### config.mk
export PLATFORM = sky130hd
export DESIGN_NAME = ie_muldiv_sequencer
export DESIGN_NICKNAME = d
export VERILOG_FILES = /design/src/rtl/ie_muldiv_sequencer.sv
export SDC_FILE = /design/constraint.sdc
export NUM_CORES = 1
export LEC_CHECK = 0
export BUFFER_PORTS_ARGS = -buffer_cell sky130_fd_sc_hd__buf_4
export CAP_MARGIN = 20
export CORE_MARGIN = 4
export CORE_UTILIZATION = 50
export DETAILED_ROUTE_END_ITERATION = 8
export PLACE_DENSITY = 0.71
export SLEW_MARGIN = 5
export SYNTH_ARGS = -nofsm -noshare
export SYNTH_HDL_FRONTEND = slang
export SYNTH_SLANG_ARGS = --single-unit
### constraint.sdc
create_clock -name i_clk -period 9.7 [get_ports i_clk]
set_clock_uncertainty 0.15 [all_clocks]
set_input_delay 0.485 -clock i_clk [delete_from_list [all_inputs] [get_ports i_clk]]
set_output_delay 0.485 -clock i_clk [all_outputs]
set_load 0.02 [all_outputs]
### src/rtl/ie_muldiv_sequencer.sv
// Iterative MULT/MULTU/DIV/DIVU unit for the IE stage: 32-step shift-add multiply
// or restoring divide on operand magnitudes, sign fix-up, and ownership of HI/LO.
module ie_muldiv_sequencer #(
    parameter int NB_DATA = 32,
    parameter int NB_OP   = 2
) (
    input  logic               i_clk,
    input  logic               i_rst_n,
    input  logic               i_start,
    input  logic [NB_OP-1:0]   i_op,
    input  logic [NB_DATA-1:0] i_rs,
    input  logic [NB_DATA-1:0] i_rt,
    input  logic               i_mf_req,
    input  logic               i_flush,
    output logic               o_busy,
    output logic               o_done,
    output logic               o_stall,
    output logic [NB_DATA-1:0] o_hi,
    output logic [NB_DATA-1:0] o_lo
);

    localparam int NB_CNT = $clog2(NB_DATA);
    localparam int NB_ACC = 2 * NB_DATA;

    // Handshake: i_start is accepted only on an edge where o_busy=0 and i_flush=0;
    // o_done pulses for one cycle while o_hi/o_lo already hold the new result.
    typedef enum logic [1:0] {ST_IDLE, ST_RUN, ST_FIXUP} state_t;

    state_t              state, state_nxt;
    logic [NB_CNT-1:0]   cnt, cnt_nxt;
    logic [NB_OP-1:0]    op_q, op_nxt;
    logic                sign_a, sign_a_nxt, sign_b, sign_b_nxt;
    logic                dz_q, dz_nxt;
    logic [NB_DATA-1:0]  mcand, mcand_nxt;
    logic [NB_ACC-1:0]   acc, acc_nxt;
    logic [NB_DATA-1:0]  hi_nxt, lo_nxt;
    logic                done_nxt;

    logic                in_signed;
    logic [NB_DATA-1:0]  mag_rs, mag_rt;
    logic [NB_DATA:0]    add_sum, sub_diff;
    logic [NB_ACC-1:0]   prod_neg;
    logic [NB_DATA-1:0]  quo_neg, rem_neg;

    assign in_signed = ~i_op[0];
    assign mag_rs    = (in_signed & i_rs[NB_DATA-1]) ? -i_rs : i_rs;
    assign mag_rt    = (in_signed & i_rt[NB_DATA-1]) ? -i_rt : i_rt;

    // Partial remainder is 33 bits wide after the shift when the divisor exceeds 2^31.
    assign add_sum  = {1'b0, acc[NB_ACC-1:NB_DATA]} + (acc[0] ? {1'b0, mcand} : {(NB_DATA+1){1'b0}});
    assign sub_diff = acc[NB_ACC-1:NB_DATA-1] - {1'b0, mcand};
    assign prod_neg = -acc;
    assign quo_neg  = -acc[NB_DATA-1:0];
    assign rem_neg  = -acc[NB_ACC-1:NB_DATA];

    always_comb begin
        state_nxt  = state;
        cnt_nxt    = cnt;
        op_nxt     = op_q;
        sign_a_nxt = sign_a;
        sign_b_nxt = sign_b;
        dz_nxt     = dz_q;
        mcand_nxt  = mcand;
        acc_nxt    = acc;
        hi_nxt     = o_hi;
        lo_nxt     = o_lo;
        done_nxt   = 1'b0;
        case (state)
            ST_IDLE: begin
                if (!i_flush && i_start) begin
                    op_nxt     = i_op;
                    sign_a_nxt = in_signed & i_rs[NB_DATA-1];
                    sign_b_nxt = in_signed & i_rt[NB_DATA-1];
                    cnt_nxt    = '0;
                    dz_nxt     = 1'b0;
                    state_nxt  = ST_RUN;
                    if (i_op[1]) begin
                        acc_nxt   = {{NB_DATA{1'b0}}, mag_rs};
                        mcand_nxt = mag_rt;
                        if (i_rt == '0) begin
                            // Raw dividend kept for HI; the iterations are skipped.
                            dz_nxt    = 1'b1;
                            acc_nxt   = {{NB_DATA{1'b0}}, i_rs};
                            state_nxt = ST_FIXUP;
                        end
                    end else begin
                        acc_nxt   = {{NB_DATA{1'b0}}, mag_rt};
                        mcand_nxt = mag_rs;
                    end
                end
            end
            ST_RUN: begin
                if (i_flush) begin
                    state_nxt = ST_IDLE;
                end else begin
                    if (op_q[1]) begin
                        if (sub_diff[NB_DATA])
                            acc_nxt = {acc[NB_ACC-2:0], 1'b0};
                        else
                            acc_nxt = {sub_diff[NB_DATA-1:0], acc[NB_DATA-2:0], 1'b1};
                    end else begin
                        acc_nxt = {add_sum, acc[NB_DATA-1:1]};
                    end
                    cnt_nxt = cnt + 1'b1;
                    if (cnt == NB_CNT'(NB_DATA - 1))
                        state_nxt = ST_FIXUP;
                end
            end
            ST_FIXUP: begin
                state_nxt = ST_IDLE;
                if (!i_flush) begin
                    done_nxt = 1'b1;
                    if (dz_q) begin
                        lo_nxt = '1;
                        hi_nxt = acc[NB_DATA-1:0];
                    end else if (op_q[1]) begin
                        lo_nxt = (sign_a ^ sign_b) ? quo_neg : acc[NB_DATA-1:0];
                        hi_nxt = sign_a ? rem_neg : acc[NB_ACC-1:NB_DATA];
                    end else begin
                        {hi_nxt, lo_nxt} = (sign_a ^ sign_b) ? prod_neg : acc;
                    end
                end
            end
            default: state_nxt = ST_IDLE;
        endcase
    end

    always_ff @(posedge i_clk or negedge i_rst_n) begin
        if (!i_rst_n) begin
            state  <= ST_IDLE;
            cnt    <= '0;
            op_q   <= '0;
            sign_a <= 1'b0;
            sign_b <= 1'b0;
            dz_q   <= 1'b0;
            mcand  <= '0;
            acc    <= '0;
            o_hi   <= '0;
            o_lo   <= '0;
            o_done <= 1'b0;
        end else begin
            state  <= state_nxt;
            cnt    <= cnt_nxt;
            op_q   <= op_nxt;
            sign_a <= sign_a_nxt;
            sign_b <= sign_b_nxt;
            dz_q   <= dz_nxt;
            mcand  <= mcand_nxt;
            acc    <= acc_nxt;
            o_hi   <= hi_nxt;
            o_lo   <= lo_nxt;
            o_done <= done_nxt;
        end
    end

    assign o_busy  = (state != ST_IDLE);
    assign o_stall = o_busy & (i_start | i_mf_req);

endmodule

Yosys cells after proc, flatten, opt, wreduce, memory -nomap -nowiden --
Cells that the tools add are included.
Word-level totals: input port bits 71, output and inout bits 67, logic and storage cells 73, register bits after elaboration 173
Cells by class: equality and inequality tests 6, reductions and logical operators 10, $add $sub $neg 8, bitwise gates (word level) 7, muxes and demuxes 31
Operator list (count):
- $mux 64 | 6
- $mux 32 | 11
- $neg 32->32 | 4
- $pmux 64 s2 | 1
- $neg 64->64 | 1
- $add 32x32->33 | 1
- $sub 33x32->33 | 1
- $logic_not 32->1 | 1
- $mux 2 | 5
- $mux 5 | 2
- $pmux 5 s2 | 1
- $reduce_and 2->1 | 3
- $add 5x1->5 const B | 1
- $eq 5x5->1 const B | 1
- $mux 1 | 4
- $ne 2x2->1 const B | 2
- $pmux 2 s2 | 1
- $reduce_bool 2->1 | 2
- $and 1x1->1 | 3
- $ne 3x3->1 const B | 1
- $reduce_and 3->1 | 1
- $eq 2x1->1 const B | 1
- $eq 2x2->1 const B | 1
- $logic_not 2->1 | 1
- 5 further kinds | 6

Longest topological paths before layout --
Gate-level depths: netlist of run 1.
depth in word-level cells 7, gate-level depth with buffers 15, depth with buffers taken out 13

Least setup slack after synthesis of run 1 --
OpenSTA, ideal clock, no wires.
path kind reg-to-reg, from register acc[0], to register acc[60], arrival 3.407 ns, path slack 6.002 ns, stages on the path, launching flop included 15, path buffers 2, library setup time 0.140 ns, cell sequence dfrtp_1 clkbuf_1 inv_1 clkbuf_1 nor2_1 ha_1 o21ai_0 o21ba_2 o22ai_1 o41ai_1 a21oi_1 o21a_1 o41ai_1 xnor2_1 o221ai_1
On the way: cells in the longest elaborated chain, start to end 5
Ends and longest elaborated chain:
- start, declared | RTL line 35 | logic [NB_ACC-1:0] acc, acc_nxt;
- start signal, assigned | RTL line 149 | acc <= acc_nxt;
- $mux 32 | RTL line 50 | assign add_sum = {1'b0, acc[NB_ACC-1:NB_DATA]} + (acc[0] ? {1'b0, mcand} : {(NB_DATA+1){1'b0}});
- $add 32x32->33 | RTL line 50
- $mux 64 | RTL line 96 | if (op_q[1]) begin
- $mux 64 | RTL line 93 | if (i_flush) begin
- $pmux 64 s2 | RTL line 68 | case (state)
Every way passes these cells. The select of a mux whose other input is x is not followed. A chain may end at the register's enable or synchronous reset.

Final worst setup path of run 1 --
from register acc[0], to register acc[57]
The elaborated chain is that of the path after synthesis.

==> results, run 1 <==
- In this run the worst path has a maximum fanout of 31.
- The achievable clock frequency is 223 MHz.
- The required time at the endpoint of the critical path is 9910 ps.
- Once the clock tree was built, the resizer swapped 0 gates to a different size.
- The maximum buffer depth of the clock tree is 2.
- Synthesis instantiated 77 different standard cells from the library.
- The H-tree was split into 4 levels.
- Buffers added to address setup during post-CTS repair amount to 0.
- The first global-routing pass estimated 82500 um of wire.
- For this design the static power due to leakage is 7.48 nW.
- The pin count of the biggest net entering global routing is 108.
- The total number of vias is 15300.
- The full die area is 33200 um2.
- The min-delay analysis places its worst path in the category in2reg.
- The layout overhead on the synthesized area is 11.9%.
- After floorplanning, the core was sized to cover 29800 um2.
- The number of hold violations in the final report was 0.
- During placement, the flow inserted port buffers numbering 137.
- Setup violations remaining at the end of the flow were counted as 0.
- The run finished with clean final reports.
- 138 I/O pins were placed.
- Summing internal, switching and leakage power gives 4.48 mW.
- The worst supply voltage drop on vdd is 0.000223 V.
- In this run the power density over the cells is 264 nW/um2.
- The CTS root buffer is sky130_fd_sc_hd__clkbuf_16.
- The number of buffers inserted for hold repair after clock tree synthesis is 1.
- The average cell area after synthesis is 7.84 um2.
- The post-route netlist has 11.4% of its cells at a drive strength greater than 1.
- In the final routed layout, each cell accounts on average for 22.5 um.
- The warning count from the yosys run is 0.
- The number of synthesized flops with an enable pin is 0.
- The residual DRC count is 0.
- The endpoint of the worst-slack reg-to-reg timing path is acc[57].
- For this design, the sink count on the clock tree is 172.
- The final period demand of the worst path is 4480 ps.
- The clock-pin slew of the registers on the worst-case setup and hold paths is 80 ps.
- The synthesized netlist cell count is 1935.
- The beginning of the worst hold path is i_flush.
- In the post-synthesis netlist, the biggest area contributors are sky130_fd_sc_hd__dfrtp_1 28%, sky130_fd_sc_hd__a21oi_1 6.6%, sky130_fd_sc_hd__xnor2_1 6.1%.
- The final RePlAce weighted congestion is 0.983.
- The number of max-cap violations is 0.
- The arrival time at the worst endpoint is 4690 ps.
- The remaining max-slew budget at the tightest pin is 28.0%.
- By instance count, the leading cell after synthesis is sky130_fd_sc_hd__a21oi_1.
- The first routing iteration left 1799 violations.
- The depth of the most critical reg-to-reg path is 12.
- The synthesized netlist net count is 2078.
- The total detailed-routing wirelength is 53600 um.
- Setup repair after global routing left no endpoint under its margin.
- Measured along the y axis, the die boundary spans 182 um.
- The antenna diode instance count is 0.
- Summed over all nets, the half-perimeter wirelength after detailed placement is 40900 um.
- After the last flow step, the layout net total stands at 2122.
- Sequential elements use 28.4% of the synthesized area.
- STA classifies the critical path endpoint as a flop.
- The width of the die is 182 um.
- The transition time of the tightest slew-check pin is 1080 ps.
- The initialized floorplan defines 63 standard-cell rows.
- STA classifies the critical path startpoint as a flop.
- The clock latency of the later-clocked register in the worst-skew pair is 440 ps.
- The number of synthesized register bits is 172.
- The final count of pins violating max slew is 0.
- The worst reg2reg path startpoint is acc[0].
- The number of vias per cell is 6.40.
- The biggest area consumer among synthesized cells is sky130_fd_sc_hd__dfrtp_1.
- Of the available clock period, the critical path in the final layout requires 46.2%.
- In this run the cell area of the synthesized design comes to 15200 um2.
- Along the worst hold path, the cell count comes to 2.
- The remaining global-route overflow is 0.
- The type of the worst setup path is reg2reg.
- The final sum of negative setup slack is 0 ps.
- The TritonCTS buffer count is 17.
- The initial antenna violation count is 0.
- The global router's overall resource usage is 31.4%.
- The CTS tree is built.
- Counting flops with an async set or reset pin after synthesis yields a share of 100%.
- In the synthesized netlist, the cells that appear most often are 199 x sky130_fd_sc_hd__a21oi_1, 187 x sky130_fd_sc_hd__nor2_1, 178 x sky130_fd_sc_hd__o21ai_0.
- The first-pass detailed-route iteration total is 6.
- The count of nets left with antenna violations once routing finished came out at 0.
- The via count of the first global-routing pass is 14000.
- The initial utilization of the core area, before any placement, comes to 50.9%.
- The hold-critical path endpoint is state[1].
- Of the post-synthesis cell area, the dominant cell type holds 28.4%.
- The most used flip-flop cell after synthesis is sky130_fd_sc_hd__dfrtp_1.
- The number of fill cells is 2787.
- For flop-to-flop paths, the worst setup slack is 5220 ps.
state kept, by name (all words and copies together) (netlist names):
| signal | count |
|---|---|
| sign_b | 1 |
| acc | 64 |
| o_hi | 32 |
| cnt | 5 |
| o_lo | 32 |
| mcand | 32 |
| o_done | 1 |
| dz_q | 1 |
| state | 2 |
| op_q | 1 |
| sign_a | 1 |
cells by family after synthesis:
family,synth area share (%)
simple gates,19.2
compound gates,25.4
flops,28.4
fa+ha+maj,6.04
mux,4.40
buf+inv,5.05
xor+xnor,11.5
per-stage QoR:
| step | cell area, um2 | instances | hold WS (ps) | utilization (%) | setup slack [ps] |
|---|---|---|---|---|---|
| after floorplan | 15200 | 1935 | 39.4 | - | 6000 |
| after global placement | 16300 | 2348 | 305 | 54.8 | 5490 |
| after detailed placement | 16300 | 2348 | 310 | 54.8 | 5390 |
| after CTS | 17000 | 2381 | 186 | 57.0 | 5360 |
| after global routing | 17000 | 2382 | 198 | 57.0 | 4920 |
| final | 17000 | 2382 | 199 | 57.0 | 5220 |
cells in the final DEF (no fill, tap or decap), drive strengths merged, types with 16 or more instances in the layout:
cell type,instances
a211oi,18
a21o,21
a21oi,199
a31oi,17
and3,20
buf,157
clkbuf,17
dfrtp,172
ha,70
inv,71
mux2i,60
nand2,173
nand2b,23
nand3,33
nor2,187
nor2b,18
nor3,43
nor4,25
o211ai,16
o21ai,183
o22a,35
o31ai,25
or3,25
xnor2,106
xor2,93
critical path: stages, from the launching register on:
cell and delay [ps]:
sky130_fd_sc_hd__dfrtp_1 540, sky130_fd_sc_hd__inv_1 850, sky130_fd_sc_hd__nor2_1 150, sky130_fd_sc_hd__ha_1 420, sky130_fd_sc_hd__nand2_1 110, sky130_fd_sc_hd__or3_1 350, sky130_fd_sc_hd__a31o_2 260, sky130_fd_sc_hd__o311ai_0 480
sky130_fd_sc_hd__o221ai_1 360, sky130_fd_sc_hd__o21ai_0 290, sky130_fd_sc_hd__xor2_1 170, sky130_fd_sc_hd__nor2_1 60, sky130_fd_sc_hd__a211oi_1 180
worst max-delay path by stage:
| stage | startpoint | cells past startpoint | slack [ps] | endpoint |
|---|---|---|---|---|
| finish | acc[0] | 12 | 5220 | acc[57] |
| global route | acc[0] | 12 | 4920 | acc[55] |
| CTS | acc[0] | 12 | 5360 | acc[55] |
| detailed placement | acc[0] | 12 | 5390 | acc[55] |
| global placement | acc[0] | 12 | 5490 | acc[57] |
| floorplan | acc[0] | 14 | 6000 | acc[60] |
layout make-up:
type,count,area (um2),area share [%]
clock buffers,17,425,2.51
clock inverters,15,210,1.24
inverters,64,240,1.41
multi-input cells,1566,10100,59.6
flip-flops and latches,172,4310,25.4
well taps,390,488,2.87
repair buffers,158,1190,7.02
power breakdown:
group	switching, mW	total (mW)	internal (mW)
Sequential	0.367	1.22	0.854
Combinational	1.52	2.52	1.01
Clock	0.372	0.730	0.358
Total	2.26	4.48	2.22
routing by layer:
| metal | part of all wire [%] | global-route usage, % |
|---|---|---|
| met1 | 44 | 45.7 |
| met2 | 43 | 47.2 |
| met3 | 8.8 | 4.42 |
| met4 | 4.1 | 12.5 |
| met5 | 0 | 0 |
(Power assumes the default switching activity.)
==> run 2, diff against run 1 <==
--- a/config.mk
+++ b/config.mk
@@ -10,7 +10,7 @@
 export CORE_MARGIN = 4
 export CORE_UTILIZATION = 50
 export DETAILED_ROUTE_END_ITERATION = 8
-export PLACE_DENSITY = 0.71
+export PLACE_DENSITY = 0.74
 export SLEW_MARGIN = 5
 export SYNTH_ARGS = -nofsm -noshare
 export SYNTH_HDL_FRONTEND = slang
==> constraint.sdc (replaced) <==
create_clock -name i_clk -period 3.9 [get_ports i_clk]
set_clock_uncertainty 0.15 [all_clocks]
set_input_delay 0.195 -clock i_clk [delete_from_list [all_inputs] [get_ports i_clk]]
set_output_delay 0.195 -clock i_clk [all_outputs]
set_load 0.02 [all_outputs]
==> run 2 against run 1 <==
Compared with the run above: wire length up 0.10%; global-route usage rose by 0.18 points; first-iteration DRC count up 4.6%; worst setup slack worse by 5000 ps; critical path type unchanged.
==> results, run 2 (synthesis results as in run 1) <==
- The transition time of the tightest slew-check pin is 899 ps.
- The clock passes through at most 2 buffers.
- The final count of pins violating max slew is 0.
- Once the floorplan was initialized, standard cells occupied 50.9% of the core.
- The first global-routing pass estimated 82900 um of wire.
- The nature of the critical path endpoint is a flop.
- In the layout the commonest cells are 208 x sky130_fd_sc_hd__buf_4, 199 x sky130_fd_sc_hd__a21oi_1, 185 x sky130_fd_sc_hd__nor2_1.
- The antenna diode instance count is 0.
- Setup violations remaining at the end of the flow were counted as 0.
- The first-pass detailed-route iteration total is 6.
- The number of placement rows is 63.
- Clock tree synthesis found a total of 172 sinks.
- For this run, design rule violations remaining after detail routing come to 0.
- At the worst endpoint, the arrival time is 3830 ps.
- The beginning of the worst hold path is i_rs[0].
- After clock tree synthesis, the clock-pin slew on the worst setup and hold paths is 90 ps.
- The power density over the cells is 653 nW/um2.
- The final RePlAce weighted congestion is 1.02.
- After the last flow step, the layout net total stands at 2181.
- Measured along the y axis, the die boundary spans 182 um.
- The number of hold violations in the final report is 0.
- The clock latency of the later-clocked register in the worst-skew pair is 450 ps.
- OpenSTA, run right after detailed placement, puts the worst setup slack at 332 ps.
- In the final routed layout, each cell accounts on average for 22.0 um.
- The critical path starts at acc[32].
- For the finished layout, the period the worst path requires is 3650 ps.
- The worst min-delay path class is in2reg.
- The filler cells instantiated in the layout total 2771.
- At the end of the flow the core is filled with cells to 58.6%.
- The full die area is 33200 um2.
- The remaining max-slew budget at the tightest pin is 40.1%.
- The boundary pin count is 138.
- The CTS tree is built.
- The root buffer cell chosen for the clock tree is sky130_fd_sc_hd__clkbuf_16.
- The initial antenna violation count is 1.
- Setup slack on the critical path of the routed design comes to 253 ps.
- The region available for standard cell placement spans 29800 um2.
- Setup repair after global routing left no endpoint under its margin.
- The number of flip-flops in the largest register is 64.
- The commonest non-fill, non-tap cell in the layout is sky130_fd_sc_hd__buf_4.
- Setup total negative slack on the finished layout was measured at 0 ps.
- The quantity of I/O buffers inserted on ports is 137.
- The detailed router placed 15300 vias in this run.
- The final period utilization is 93.5%.
- Entering global routing, the biggest net connects 93 pins.
- The worst setup path is launched from a flop.
- After the first detailed-routing iteration, the DRC count stood at 1882.
- Counting the buffers created by CTS gives 17.
- The critical path is of the reg2reg type.
- The worst reg2reg path startpoint is acc[32].
- The register containing the most flip-flops in the final layout is acc.
- The flow ran to the end, and the final reports show no timing, DRC or antenna violations.
- Detailed placement finished with a half-perimeter wire length of 41200 um.
- The deepest level of the CTS H-tree is 4.
- The share of cells above drive strength 1 is 13.8%.
- For this run, the top clock speed supported by timing is 274 MHz.
- Relative to the synthesized area, the layout overhead comes to 15.2%.
- The global router's overall resource usage is 31.6%.
- Summed over all layers, the global routing overflow is 0.
- In this run the static leakage power is 7.79 nW.
- Overall power consumption after layout is estimated at 11.4 mW.
- The number of vias per cell is 6.28.
- In this run the remaining antenna-violating nets after routing total 0.
- The width of the die is 182 um.
- The required time at the endpoint of the critical path is 4090 ps.
- Across the VDD grid, the largest voltage drop is 0.000425 V.
- The largest fanout on the critical path is 26.
- The via count of the first global-routing pass is 14300.
- Max-cap violations in this run came to 0.
- The total detailed-routing wirelength is 53600 um.
-- run 2: changes by cell type in the layout (fill, tap and decap cells not counted), sizes merged --
cell / before / now
buf: 157 / 211
clkinv: 7 / 3
clkinvlp: 1 / 0
dlygate4sd3: 1 / 6
inv: 71 / 76
-- run 2: layout make-up --
type | instances | area, um2 | share of cell area (%)
clock buffers | 17 | 425 | 2.44
clock inverters | 15 | 209 | 1.20
inverters | 64 | 240 | 1.38
multi-input cells | 1566 | 10100 | 58.0
flip-flops and latches | 172 | 4310 | 24.6
well taps | 390 | 488 | 2.79
repair buffers | 217 | 1670 | 9.58
-- run 2: what timing repair did --
| action | in CTS | in global routing |
|---|---|---|
| buffers inserted | 0 | 0 |
| hold endpoints to repair | 94 | 0 |
| endpoints found under the setup margin | 0 | 5 |
| hold buffers | 6 | 0 |
| gates resized for setup | 0 | 3 |
-- run 2: where the power goes --
part           internal [mW]  switching, mW
registers               2.13          0.684
logic                   2.73           3.99
clock network          0.906          0.956
total                   5.77           5.64
-- run 2: metal layers --
metal  track usage (%)  vias up  routed length, um
li1                  -     7183                  -
met1              44.9     7222              23000
met2              46.9      804              22900
met3              6.30      125               5280
met4              13.1        2               2450
met5                 0        -                 13
-- run 2: per-stage QoR --
step / hold WS [ps] / instances / cell area [um2]
floorplan: -251 / 1935 / 15200
global placement: 193 / 2403 / 16800
detailed placement: 193 / 2403 / 16800
CTS: 3.82 / 2441 / 17500
global route: 9.60 / 2441 / 17500
finish: 5.45 / 2441 / 17500
-- run 2: path summary, 6_finish.rpt --
path	endpoint	slack (ps)	cells past startpoint
max in group asynchronous	o_hi[5]	2510	3
hold reg to reg	o_hi[0]	330	2
hold / removal	mcand[0]	5	3
setup / recovery	acc[0]	250	12
min in group asynchronous	o_lo[9]	240	2
setup reg to reg	acc[0]	250	12
-- run 2: critical path: stages, from the launching register on --
cell and delay [ps]:
sky130_fd_sc_hd__dfrtp_1 480, sky130_fd_sc_hd__inv_1 170, sky130_fd_sc_hd__fa_1 440, sky130_fd_sc_hd__nand2b_1 190, sky130_fd_sc_hd__a21oi_1 300, sky130_fd_sc_hd__o2111ai_1 340
sky130_fd_sc_hd__a211o_1 390, sky130_fd_sc_hd__nand4_1 90, sky130_fd_sc_hd__nand4_1 180, sky130_fd_sc_hd__buf_12 230, sky130_fd_sc_hd__nand2_1 130, sky130_fd_sc_hd__o21ai_0 140
sky130_fd_sc_hd__a221o_1 320
==> run 3, diff against run 2 <==
--- a/config.mk
+++ b/config.mk
@@ -7,6 +7,7 @@
 export LEC_CHECK = 0
 export BUFFER_PORTS_ARGS = -buffer_cell sky130_fd_sc_hd__buf_4
 export CAP_MARGIN = 20
+export CORE_ASPECT_RATIO = 1.2
 export CORE_MARGIN = 4
 export CORE_UTILIZATION = 50
 export DETAILED_ROUTE_END_ITERATION = 8
==> run 3 against run 2 <==
Compared with the run above: via count up 0.59%; non-clock buffer count down 1; hold slack got worse by 0.57 ps; largest power group unchanged.
==> results, run 3 (synthesis results as in run 1) <==
- Clock-pin slew was measured on the worst setup and hold paths at 80 ps.
- The worst setup path is captured at a flop.
- The sequential cells in the finished layout cover a total of 4310 um2.
- The detail route stage leaves a number of antenna-violating nets equal to 0.
- Traced cell by cell, the critical path runs through inv_1 > fa_1 > nand2b_1 > a21oi_1 > o2111ai_2 > a211o_1 > nand4_1 > nand4_1 > buf_12 > buf_4 > nand3_1 > o21ai_0 > a221o_1.
- The number of nets in the final layout is 2180.
- CTS saw 172 sinks.
- The tightest min-delay check is of the in2reg type.
- The number of DRC markers after the initial detailed-route iteration is 1597.
- The worst reg2reg path startpoint is acc[32].
- The met2 track utilization from global routing is 56.3%.
- VDD sags by at most 0.000348 V.
- The number of flip-flops in the largest register is 64.
- The number of max-cap violations is 0.
- Data on the critical path arrives at its endpoint at 3820 ps.
- For the pin with the worst max-slew slack, the measured transition is 1040 ps.
- The number of gates on the worst path with buffers counted is 13.
- STA classifies the critical path startpoint as a flop.
- Buffers inserted during clock tree synthesis total 17.
- In this run the count of I/O pins placed on the die edge is 138.
- The post-place setup slack is 128 ps.
- The largest fanout on the critical path is 16.
- The global routing stage identified its most utilized layer as met2.
- The worst hold slack across all endpoints is 4.88 ps.
- The die is 167 um wide.
- Of the available clock period, the critical path in the final layout requires 93.8%.
- In the final layout, the share of cells above drive strength 1 is 13.8%.
- The sum of net half-perimeters after detailed placement is 42800 um.
- The total number of vias is 15400.
- The antenna diode instance count is 0.
- The residual DRC count is 0.
- TritonCTS built the clock tree.
- Setup repair after global routing left no endpoint under its margin.
- For this design the static power due to leakage is 7.79 nW.
- Together, buffers and inverters on the worst path number 3.
- The first global-routing pass estimated 85100 um of wire.
- The commonest non-fill, non-tap cell in the layout is sky130_fd_sc_hd__buf_4.
- The placeable core area is 29800 um2.
- From bottom edge to top edge, the die measures 199 um.
- The remaining max-slew budget at the tightest pin is 30.6%.
- Compared with the post-synthesis result, the final layout area differs by 15.0%.
- Leaving out fill and tap cells, the most frequent cells in the layout are 208 x sky130_fd_sc_hd__buf_4, 199 x sky130_fd_sc_hd__a21oi_1, 186 x sky130_fd_sc_hd__nor2_1.
- The full die area is 33200 um2.
- In this design, the stage delay of the slowest critical-path cell is 460 ps.
- In this run the power density over the cells is 658 nW/um2.
- The depth of the most critical reg-to-reg path is 13.
- The global router's overall resource usage is 32.6%.
- For this configuration, the core starts out at a cell density of 50.9%.
- The end point of the critical path is acc[34].
- The clock latency of the later-clocked register in the worst-skew pair is 440 ps.
- The remaining global-route overflow is 0.
- After the flow finishes, the layout carries non-filler instances totaling 2440.
- The critical path's slowest cell is sky130_fd_sc_hd__dfrtp_1.
- The endpoint of the worst-slack reg-to-reg timing path is acc[34].
- Global routing consumed, on the met3 layer, 4.67% of the routing resources.
- The initial antenna violation count came to 1.
- After layout, the design draws a total of 11.5 mW.
- The achievable clock frequency is 273 MHz.
- The final period demand of the worst path is 3660 ps.
- The via count of the first global-routing pass is 14800.
- The type of the worst setup path is reg2reg.
- The flow ran to the end, and the final reports show no timing, DRC or antenna violations.
- On the critical path the largest part of the delay comes from compound AO/OA/AOI/OAI gates.
- Input and output buffers added on the ports amount to 137.
- The number of placement rows is 69.
- The maximum buffer depth of the clock tree is 2.
- The combined area of the multi-input logic cells is 10100 um2.
- The CTS root buffer is sky130_fd_sc_hd__clkbuf_16.
- Fill cells in the final layout number 2778.
- The deepest level of the CTS H-tree is 4.
- The required time at the endpoint of the critical path is 4060 ps.
- In this run the post-CTS setup repair buffer count came out at 0.
- The cell count after placement is 2403.
- The worst setup slack for register-to-register paths is 240 ps.
- The final sum of negative setup slack is 0 ps.
- The number of hold violations in the final report is 0.
- The worst setup path startpoint is acc[32].
- Once routing completed, OpenROAD measured the worst setup slack at 242 ps.
- The first-pass detailed-route iteration total is 6.
- The final RePlAce weighted congestion is 1.02.
- For this block, the routed nets add up to 55400 um of wire.
- The met1 global-route usage is 39.3%.
- The register containing the most flip-flops in the final layout is acc.
- The final count of pins violating max slew is 0.
- Setup violations remaining at the end of the flow were counted as 0.
- Entering global routing, the biggest net connects 106 pins.
- In the final routed layout, each cell accounts on average for 22.7 um.
- After detailed routing, the number of vias per cell comes to 6.32.
- The cell repeated most along the worst path is sky130_fd_sc_hd__nand4_1.
==> run 3: worst min-delay path by stage <==
stage | startpoint | cells after the start | slack [ps] | end
6_report | i_rs[31] | 4 | 5 | mcand[31]
2_1_floorplan | i_rst_n | 0 | -250 | acc[0]
3_5_place_dp | i_rst_n | 1 | 230 | o_lo[11]
4_1_cts | i_rs[31] | 4 | 3 | mcand[31]
3_3_place_gp | i_rst_n | 1 | 220 | o_lo[11]
5_1_grt | i_rs[4] | 4 | 60 | mcand[4]
==> run 3: worst min-delay path, delay by kind of cell <==
family          cells  cell delay [ps]
compound gates      2              170
buf+inv             1              130
simple gates        1               60
==> run 3: power breakdown <==
| group | total [mW] | internal, mW | switching [mW] |
|---|---|---|---|
| sequential | 2.80 | 2.13 | 0.672 |
| combinational | 6.92 | 2.81 | 4.11 |
| clock | 1.75 | 0.877 | 0.877 |
| total | 11.5 | 5.81 | 5.66 |
==> run 3: per-stage QoR <==
step	cell area [um2]	util [%]
6_report	17400	58.6
5_1_grt	17400	58.6
3_3_place_gp	16800	56.3
3_5_place_dp	16800	56.3
2_1_floorplan	15200	-
4_1_cts	17400	58.5
==> run 3: layout make-up <==
class,instances,share of cell area [%]
multi-input cells,1566,58.1
repair buffers,216,9.54
well taps,390,2.80
inverters,64,1.38
flip-flops and latches,172,24.7
clock inverters,15,1.08
clock buffers,17,2.44
==> run 3: timing repair <==
| action | in CTS | in global routing |
|---|---|---|
| setup endpoints to repair | 0 | 6 |
| hold buffers | 5 | 0 |
| gates resized for setup | 0 | 3 |
| endpoints found under the hold margin | 106 | 0 |
==> run 3: metal layers <==
| metal | share of wire [%] | wire [um] |
|---|---|---|
| met5 | 0.023 | 13 |
| met4 | 6.3 | 3480 |
| met3 | 7.7 | 4290 |
| met2 | 48 | 26500 |
| met1 | 38 | 21100 |
